`src/rtl/scan_step_pkg.sv`:
```
// Shared types and constants for the scan_step register/strobe responder.
// The optional start-abort behaviour is selected by SCAN_STEP_ABORT_EN in scan_step_regbus.
package scan_step_pkg;

   typedef enum logic [1:0] {
      S_IDLE = 2'd0,
      S_RUN  = 2'd1,
      S_DONE = 2'd2
   } state_t;

   localparam logic [7:0] CTRL_A   = 8'h00;
   localparam logic [7:0] HPER_A   = 8'h01;
   localparam logic [7:0] STAT_A   = 8'h02;
   localparam logic [7:0] ID_A     = 8'h03;
   localparam logic [7:0] SCR_LO_A = 8'h04;
   localparam logic [7:0] SCR_HI_A = 8'h07;

   localparam int CTRL_DIR_B = 0;
   localparam int CTRL_EN_B  = 1;

   // Bit positions of the strobes inside the shared rise detector.
   localparam int N_STROBE  = 6;
   localparam int STB_AW    = 0;
   localparam int STB_SW    = 1;
   localparam int STB_SR    = 2;
   localparam int STB_CR    = 3;
   localparam int STB_SW32  = 4;
   localparam int STB_START = 5;

   function automatic logic [7:0] eff_half(input logic [7:0] hp);
      return (hp == 8'd0) ? 8'd1 : hp;
   endfunction

endpackage

```
`src/rtl/scan_step_edge.sv`:
```
// N-bit rising-edge detector for level strobes coming from software PIOs.
module scan_step_edge #(
   parameter int N = 1
) (
   input  logic         clk,
   input  logic         reset_n,
   input  logic [N-1:0] i_level,
   output logic [N-1:0] o_rise
);

   logic [N-1:0] r_q;

   always_ff @(posedge clk or negedge reset_n) begin
      if (!reset_n) r_q <= '0;
      else          r_q <= i_level;
   end

   assign o_rise = i_level & ~r_q;

endmodule

```
`src/rtl/scan_step_regbus.sv`:
```
// Register/strobe bus responder with stepper sequencer, time counter and status word.
// Define SCAN_STEP_ABORT_EN to let a falling start_step abort a run in progress.
//
// state  | meaning
// S_IDLE | waiting for a start rise with CTRL.enable set
// S_RUN  | emitting step pulses; CTRL and step_len writes are blocked
// S_DONE | stop_step asserted until start_step returns low
module scan_step_regbus
   import scan_step_pkg::*;
#(
   parameter logic [7:0] ID_CODE         = 8'hA5,
   parameter logic [7:0] DEF_HALF_PERIOD = 8'd50
) (
   input  logic        clk,
   input  logic        reset_n,
   input  logic [7:0]  addr,
   input  logic [7:0]  wdata,
   input  logic        addr_write,
   input  logic        swrite,
   input  logic        sread,
   input  logic        cread,
   input  logic        swrite32,
   input  logic [31:0] wdata32,
   input  logic        start_step,
   output logic        stop_step,
   output logic [7:0]  rdata,
   output logic [31:0] rdata32,
   output logic [31:0] time_count,
   output logic [31:0] signals,
   output logic        step,
   output logic        dir
);

   logic [N_STROBE-1:0] w_strobes;
   logic [N_STROBE-1:0] w_rise;
   logic                w_start_fall;

   state_t      r_state, w_state_nx;
   logic        r_step, w_step_nx;
   logic [7:0]  r_cnt, w_cnt_nx;
   logic [31:0] r_remain, w_remain_nx;
   logic [31:0] r_pos, w_pos_nx;

   logic [7:0]  r_addr;
   logic [7:0]  r_ctrl;
   logic [7:0]  r_hper;
   logic [7:0]  r_scr [4];
   logic [31:0] r_step_len;
   logic [7:0]  r_rdata;
   logic [31:0] r_rdata32;
   logic [31:0] r_time;

   logic        w_busy, w_done;
   logic [7:0]  w_hp_m1;
   logic [7:0]  w_rd_val;

   assign w_strobes = {start_step, swrite32, cread, sread, swrite, addr_write};

   scan_step_edge #(.N(N_STROBE)) u_edge (
      .clk     (clk),
      .reset_n (reset_n),
      .i_level (w_strobes),
      .o_rise  (w_rise)
   );

`ifdef SCAN_STEP_ABORT_EN
   scan_step_edge #(.N(1)) u_start_fall (
      .clk     (clk),
      .reset_n (reset_n),
      .i_level (~start_step),
      .o_rise  (w_start_fall)
   );
`else
   assign w_start_fall = 1'b0;
`endif

   assign w_busy  = (r_state == S_RUN);
   assign w_done  = (r_state == S_DONE);
   assign w_hp_m1 = eff_half(r_hper) - 8'd1;

   always_ff @(posedge clk or negedge reset_n) begin
      if (!reset_n) begin
         r_state  <= S_IDLE;
         r_step   <= 1'b0;
         r_cnt    <= 8'd0;
         r_remain <= 32'd0;
         r_pos    <= 32'd0;
      end else begin
         r_state  <= w_state_nx;
         r_step   <= w_step_nx;
         r_cnt    <= w_cnt_nx;
         r_remain <= w_remain_nx;
         r_pos    <= w_pos_nx;
      end
   end

   // The phase down-counter hitting zero ends a phase; a low phase ending with
   // nothing remaining closes the run, otherwise the next pulse begins.
   always_comb begin
      w_state_nx  = r_state;
      w_step_nx   = r_step;
      w_cnt_nx    = r_cnt;
      w_remain_nx = r_remain;
      w_pos_nx    = r_pos;
      unique case (r_state)
         S_IDLE: begin
            if (w_rise[STB_START] && r_ctrl[CTRL_EN_B]) begin
               w_remain_nx = r_step_len;
               w_cnt_nx    = 8'd0;
               w_step_nx   = 1'b0;
               w_state_nx  = (r_step_len == 32'd0) ? S_DONE : S_RUN;
            end
         end
         S_RUN: begin
            if (w_start_fall) begin
               w_state_nx = S_DONE;
               w_step_nx  = 1'b0;
            end else if (r_cnt != 8'd0) begin
               w_cnt_nx = r_cnt - 8'd1;
            end else if (r_step) begin
               w_step_nx   = 1'b0;
               w_cnt_nx    = w_hp_m1;
               w_remain_nx = r_remain - 32'd1;
            end else if (r_remain == 32'd0) begin
               w_state_nx = S_DONE;
            end else begin
               w_step_nx = 1'b1;
               w_cnt_nx  = w_hp_m1;
               w_pos_nx  = r_ctrl[CTRL_DIR_B] ? r_pos + 32'd1 : r_pos - 32'd1;
            end
         end
         S_DONE: begin
            if (!start_step) w_state_nx = S_IDLE;
         end
         default: w_state_nx = S_IDLE;
      endcase
   end

   always_comb begin
      w_rd_val = 8'h00;
      if (r_addr == CTRL_A)      w_rd_val = r_ctrl;
      else if (r_addr == HPER_A) w_rd_val = r_hper;
      else if (r_addr == STAT_A) w_rd_val = {5'b0, r_ctrl[CTRL_DIR_B], w_done, w_busy};
      else if (r_addr == ID_A)   w_rd_val = ID_CODE;
      else if (r_addr >= SCR_LO_A && r_addr <= SCR_HI_A) w_rd_val = r_scr[r_addr[1:0]];
   end

   // Reads and writes use the address latched before this edge, so an
   // addr_write rising together with a data strobe only affects later accesses.
   always_ff @(posedge clk or negedge reset_n) begin
      if (!reset_n) begin
         r_addr     <= 8'h00;
         r_ctrl     <= 8'h00;
         r_hper     <= DEF_HALF_PERIOD;
         for (int i = 0; i < 4; i++) r_scr[i] <= 8'h00;
         r_step_len <= 32'd0;
         r_rdata    <= 8'h00;
         r_rdata32  <= 32'd0;
         r_time     <= 32'd0;
      end else begin
         r_time <= r_time + 32'd1;
         if (w_rise[STB_AW]) r_addr <= addr;
         if (w_rise[STB_SW]) begin
            if (r_addr == CTRL_A) begin
               if (!w_busy) r_ctrl <= wdata;
            end else if (r_addr == HPER_A) begin
               r_hper <= wdata;
            end else if (r_addr >= SCR_LO_A && r_addr <= SCR_HI_A) begin
               r_scr[r_addr[1:0]] <= wdata;
            end
         end
         if (w_rise[STB_SR])   r_rdata    <= w_rd_val;
         if (w_rise[STB_CR])   r_rdata32  <= r_pos;
         if (w_rise[STB_SW32] && !w_busy) r_step_len <= wdata32;
      end
   end

   assign stop_step  = w_done;
   assign step       = r_step;
   assign dir        = r_ctrl[CTRL_DIR_B];
   assign rdata      = r_rdata;
   assign rdata32    = r_rdata32;
   assign time_count = r_time;
   assign signals    = {16'h0, r_ctrl, 4'h0, dir, w_done, w_busy, r_step};

endmodule

```
`config.mk`:
```
export PLATFORM = sky130hd
export DESIGN_NAME = scan_step_regbus
export DESIGN_NICKNAME = d
export VERILOG_FILES = /design/src/rtl/scan_step_pkg.sv /design/src/rtl/scan_step_edge.sv /design/src/rtl/scan_step_regbus.sv
export SDC_FILE = /design/constraint.sdc
export NUM_CORES = 1
export LEC_CHECK = 0
export BUFFER_PORTS_ARGS = -buffer_cell sky130_fd_sc_hd__buf_2
export CELL_PAD_IN_SITES_DETAIL_PLACEMENT = 0
export CELL_PAD_IN_SITES_GLOBAL_PLACEMENT = 2
export CORE_MARGIN = 3
export CORE_UTILIZATION = 37
export DETAILED_ROUTE_END_ITERATION = 10
export PLACE_DENSITY = 0.89
export SYNTH_ARGS = -nofsm -noshare
export SYNTH_HDL_FRONTEND = slang
export SYNTH_SLANG_ARGS = --single-unit
```
`constraint.sdc`:
```
create_clock -name clk -period 4.3 [get_ports clk]
set_input_delay 0.645 -clock clk [delete_from_list [all_inputs] [get_ports clk]]
set_output_delay 0.645 -clock clk [all_outputs]
set_load 0.03 [all_outputs]
```
# [After elaboration in Yosys (flattened, before gate mapping)]
# Index checks and enable logic that the tools add are counted.
[totals] input_bits=56 output_inout_bits=107 ff_bits=241
[op_classes] bitwise_logic=9 mux=34 n_lt_le_gt_ge=4 reduce_logical=20 n_addsub=6 eq_ne=12
[op_table] op="two-way mux 32 bit" n=4
[op_table] op="two-way mux 8 bit" n=13
[op_table] op="adder 32 x 1 -> 32 bit, second input constant" n=2
[op_table] op="zero test 32 bit" n=2
[op_table] op="one-hot mux 32 bit (2 select lines)" n=1
[op_table] op="subtractor 32 x 1 -> 32 bit, second input constant" n=2
[op_table] op="bitwise mux 32 bit" n=1
[op_table] op="binary-select mux 8 bit (select 2 bit)" n=1
[op_table] op="demux 8 bit (select 2 bit)" n=1
[op_table] op="equality test 8 x 2 -> 1 bit, second input constant" n=2
[op_table] op="zero test 8 bit" n=2
[op_table] op="one-hot mux 8 bit (2 select lines)" n=1
[op_table] op="subtractor 8 x 1 -> 8 bit, second input constant" n=2
[op_table] op="two-way mux 2 bit" n=6
[op_table] op="AND reduction 3 bit" n=4
[op_table] op="AND reduction 4 bit" n=3
[op_table] op="inequality test 2 bit, second input constant" n=5
[op_table] op="equality test 8 x 1 -> 1 bit, second input constant" n=1
[op_table] op="greater-or-equal comparator 8 x 3 -> 1 bit, second input constant" n=1
[op_table] op="less-or-equal comparator 8 x 3 -> 1 bit, second input constant" n=1
[op_table] op="nonzero test 8 bit" n=1
[op_table] op="AND 6 bit" n=1
[op_table] op="NOT 1 bit" n=6
[op_table] op="NOT 6 bit" n=1
[op_table] op="other kinds (15)" n=21

# [Depth between registers and ports, before layout]
[logic_depth] depth_word=9 ltp_mapped=14 ltp_nobuf=13

# [Modules after synthesis]
# Synthesis repeated with hierarchy kept, for this count alone.
[unflattened] hier_cells=1203 area_unflattened_um2=12403.1
[modules_own_cells] module="scan_step_regbus" seq_area_each_um2=5884.4 area_each_um2=12170.4 cells_each=1191 instances=1
[modules_own_cells] module="scan_step_edge" seq_area_each_um2=150.1 area_each_um2=232.7 cells_each=12 instances=1

# [Worst setup path before layout]
# Ideal clock, no wire load.
[synth_path] kind="flip-flop to flip-flop" from="register r_ctrl[0]" to="register r_pos[29]" path_stages_with_launch=12 path_buffers=0 setup_time_ns=0.095 path_slack_ns=0.486 arrival_ns=3.718 cell_sequence="dfrtp_1 > inv_1 > ha_1 > a211o_1 > a211o_1 > o211a_1 > and3_1 > o211ai_1 > a21boi_1 > o311a_1 > o21a_1 > o31ai_1"
[synth_between] elab_chain_len=1
[synth_lines] element="start, declared" line="scan_step_regbus.sv:45" rtl="logic [7:0] r_ctrl;"
[synth_lines] element="start signal, assigned" line="scan_step_regbus.sv:165" rtl="if (!w_busy) r_ctrl <= wdata;"
[synth_lines] element="two-way mux 32 bit" line="scan_step_regbus.sv:129" rtl="w_pos_nx = r_ctrl[CTRL_DIR_B] ? r_pos + 32'd1 : r_pos - 32'd1;"
[synth_lines] element="end signal, assigned" line="scan_step_regbus.sv:93" rtl="r_pos <= w_pos_nx;"
[synth_lines] element="end, declared" line="scan_step_regbus.sv:42" rtl="logic [31:0] r_pos, w_pos_nx;"
# Every way passes these cells.
# A chain may end at the register's enable or synchronous reset.

# [Worst setup path in the final report]
# Ends and elaborated chain as after synthesis.

==> results.toml <==
[run_status]
status = "complete, no violations"

[sta]
slew_viol_final = 0
max_slew_margin_pct = 22.4
fin_tns_setup_ns = 0
rsz0062_at_grt = "no"
min_period_over_period_pct = 77.5
finalClockSkew_ns = 0.0123
max_freq_mhz = 300
fin_crit_ns = 3.33
tightest_slew_ns = 1.16
hold_violations = 0
setup_viol = 0

[clocking]
cts.reportedPaths.clkPinSlew_ns = 0.06
htreeDepth = 1
cts-resized-gates = 0
clk_path_buf_depth = 3
root_buffer = "clkbuf_16"
cts_tree = "done"
cts_hold_buf = 0
cts_buffers = 28
cts_sinks = 241
clock_latency_ns = 0.54
cts_setup_buffers = 0

[detailed_routing]
route.detailed.drc = 0
vias_per_cell = 5.19
via_count = 9324
first_pass_iters = 4
routed_wl_um = 29300
first_iter_violations = 461
avgRoutedWirePerCell_um = 16.3
drtAntennaViolNets = 0

[synth]
syn_inst = 1205
ys_types = 69
yosysWarnings = 0
synth_edf_count = 0
seq_area_frac_synth_pct = 48.5
ys_ff_latch = 241
async_flop_share_pct = 100
synth-main-ff-cell = "dfrtp_1"
postSynthAreaPerCell_um2 = 10.3
synth_area_um2 = 12400

[die]
dieArea_um2 = 35800
io_pins = 163
core_um2 = 32900
die_h_um = 189
start_util_pct = 37.8
die_w_um = 189
rows = 66

[pwr]
pwr-share-comb_pct = 4.5
swShare_pct = 22.4
power_density_nw_per_um2 = 351
p_clk_share_pct = 48.4
p_switching_mw = 1.14
p_leak_nw = 6.96
internal_power_mw = 3.94
irDropWorstVdd_v = 0.000346
pwr-share-seq_pct = 47.1

[final_layout]
layout.cells.non_filler = 1795
mostFrequentLayoutCells = "dfrtp_1, buf_2, mux2_2"
layout-drive-gt1-share_pct = 25.7
area_delta_synth_final_pct = 16.5
nets = 1422
final_common_cell = "dfrtp_1"
n_antenna_cell = 0

[worst_setup_path]
cp_max_fo = 15
cp.required_ns = 4.75
cp.arrival_ns = 3.78
end_kind = "register"
cp_common_cell = "a211o_1"
worstPathCellList = "inv_1 -> buf_4 -> ha_1 -> a211o_1 -> a211o_1 -> o211a_1 -> and3_1 -> o211ai_1 -> a21boi_1 -> o311a_1 -> o21a_1 -> o31ai_1"
critical_path_class = "reg2reg"
start_kind = "register"
slowest_stage = "o311a_1"
cpPeakStageDelay_ns = 0.39

[grt]
grt_pass1_wl_um = 48900
grtUsageTotal_pct = 16.2
antenna_found_initial = 1
grt.overflow.total = 0
grt_max_degree = 126
first_global_vias = 9283

[placement]
hpwl_um = 20600
dp.cells = 1743
gp_congestion = 0.850
portBuffers = 142

[hold_path]
hp-class = "in2async"

[job]
maxCapViolations = 0
## worst max-delay path: cells and delay by family, from the launching register on
family	cells	cell delay, ns
compound gates	8	2.05
flops	1	0.38
fa+ha+maj	1	0.31
buf+inv	2	0.29
simple gates	1	0.21
## layout make-up
cell class | count | area, um2
inverters | 17 | 63.8
repair buffers | 155 | 831
clock buffers | 42 | 835
flip-flops and latches | 241 | 6030
clock inverters | 10 | 134
fillers | 3215 | 18400
well taps | 442 | 553
multi-input cells | 888 | 6030
## state kept, by name (all words and copies together), names as in the netlist
name,count
r_scr,32
r_addr,8
r_remain,32
r_cnt,8
r_state,2
rdata,8
r_hper,8
time_count,32
r_step_len,32
rdata32,32
step,1
r_pos,32
u_edge.r_q,6
r_ctrl,8
## per-stage QoR
stage	total power, mW	hold WS [ns]	setup slack (ns)	utilization (%)	cell area (um2)
global placement	2.66	0.457	1.02	41.1	13500
global route	5.30	0.201	0.721	44.1	14500
finish	5.08	0.174	0.968	44.1	14500
CTS	5.17	0.196	0.962	44.1	14500
floorplan	2.56	0.349	0.486	-	12500
detailed placement	2.67	0.466	0.994	41.1	13500
## final timing paths
check / startpoint / to / slack (ns) / depth (start not counted)
max in group asynchronous: reset_n / r_hper[5]$_DFFE_PN1P_ / 3.05 / 2
setup / recovery: r_ctrl[0]$_DFFE_PN0P_ / r_pos[29]$_DFFE_PN0P_ / 0.97 / 12
hold / removal: reset_n / r_addr[5]$_DFFE_PN0P_ / 0.17 / 1
setup reg to reg: r_ctrl[0]$_DFFE_PN0P_ / r_pos[29]$_DFFE_PN0P_ / 0.97 / 12
min in group clk: sread / u_edge.r_q[2]$_DFF_PN0_ / 0.23 / 1
hold reg to reg: rdata[6]$_DFFE_PN0P_ / rdata[6]$_DFFE_PN0P_ / 0.47 / 2
## metal layers
layer  vias to the layer above  GRT usage [%]  wire [um]
met3                        33           2.63       1190
met1                      4540           22.6      13800
met4                         2           3.44        592
met2                       180           26.8      13700
li1                       4569              -          -
met5                         -              0         13
## logic make-up after synthesis
family	synth area share [%]
buf+inv	3.62
flops	48.5
simple gates	13.9
other cells	0.0302
compound gates	14.1
xor+xnor	3.59
fa+ha+maj	3.58
mux	12.6
## power by group through the flow
stage / registers [mW] / clock network (mW) / logic (mW)
2_1_floorplan: 2.39 / 0 / 0.162
3_3_place_gp: 2.43 / 0 / 0.227
3_5_place_dp: 2.43 / 0 / 0.232
4_1_cts: 2.39 / 2.55 / 0.233
5_1_grt: 2.40 / 2.64 / 0.255
6_report: 2.39 / 2.46 / 0.227
## synth_stat cells, drive strengths merged, types with 12 or more instances
master / n / share of area [%]
a21oi: 81 / 3.3
ha: 34 / 3.4
nor3: 24 / 0.97
nand2: 116 / 3.5
nor2: 80 / 2.5
a21o: 20 / 1.2
inv: 17 / 0.51
nor4: 18 / 0.96
o21ai: 108 / 4.3
and3: 21 / 1.1
o21a: 12 / 0.72
nand4: 12 / 0.60
nand3: 31 / 1.2
dfrtp: 238 / 48
buf: 31 / 1.7
xor2: 19 / 1.3
clkbuf: 47 / 1.4
xnor2: 32 / 2.3
mux2: 119 / 11
Note: power is estimated with default switching activity, not from simulation.
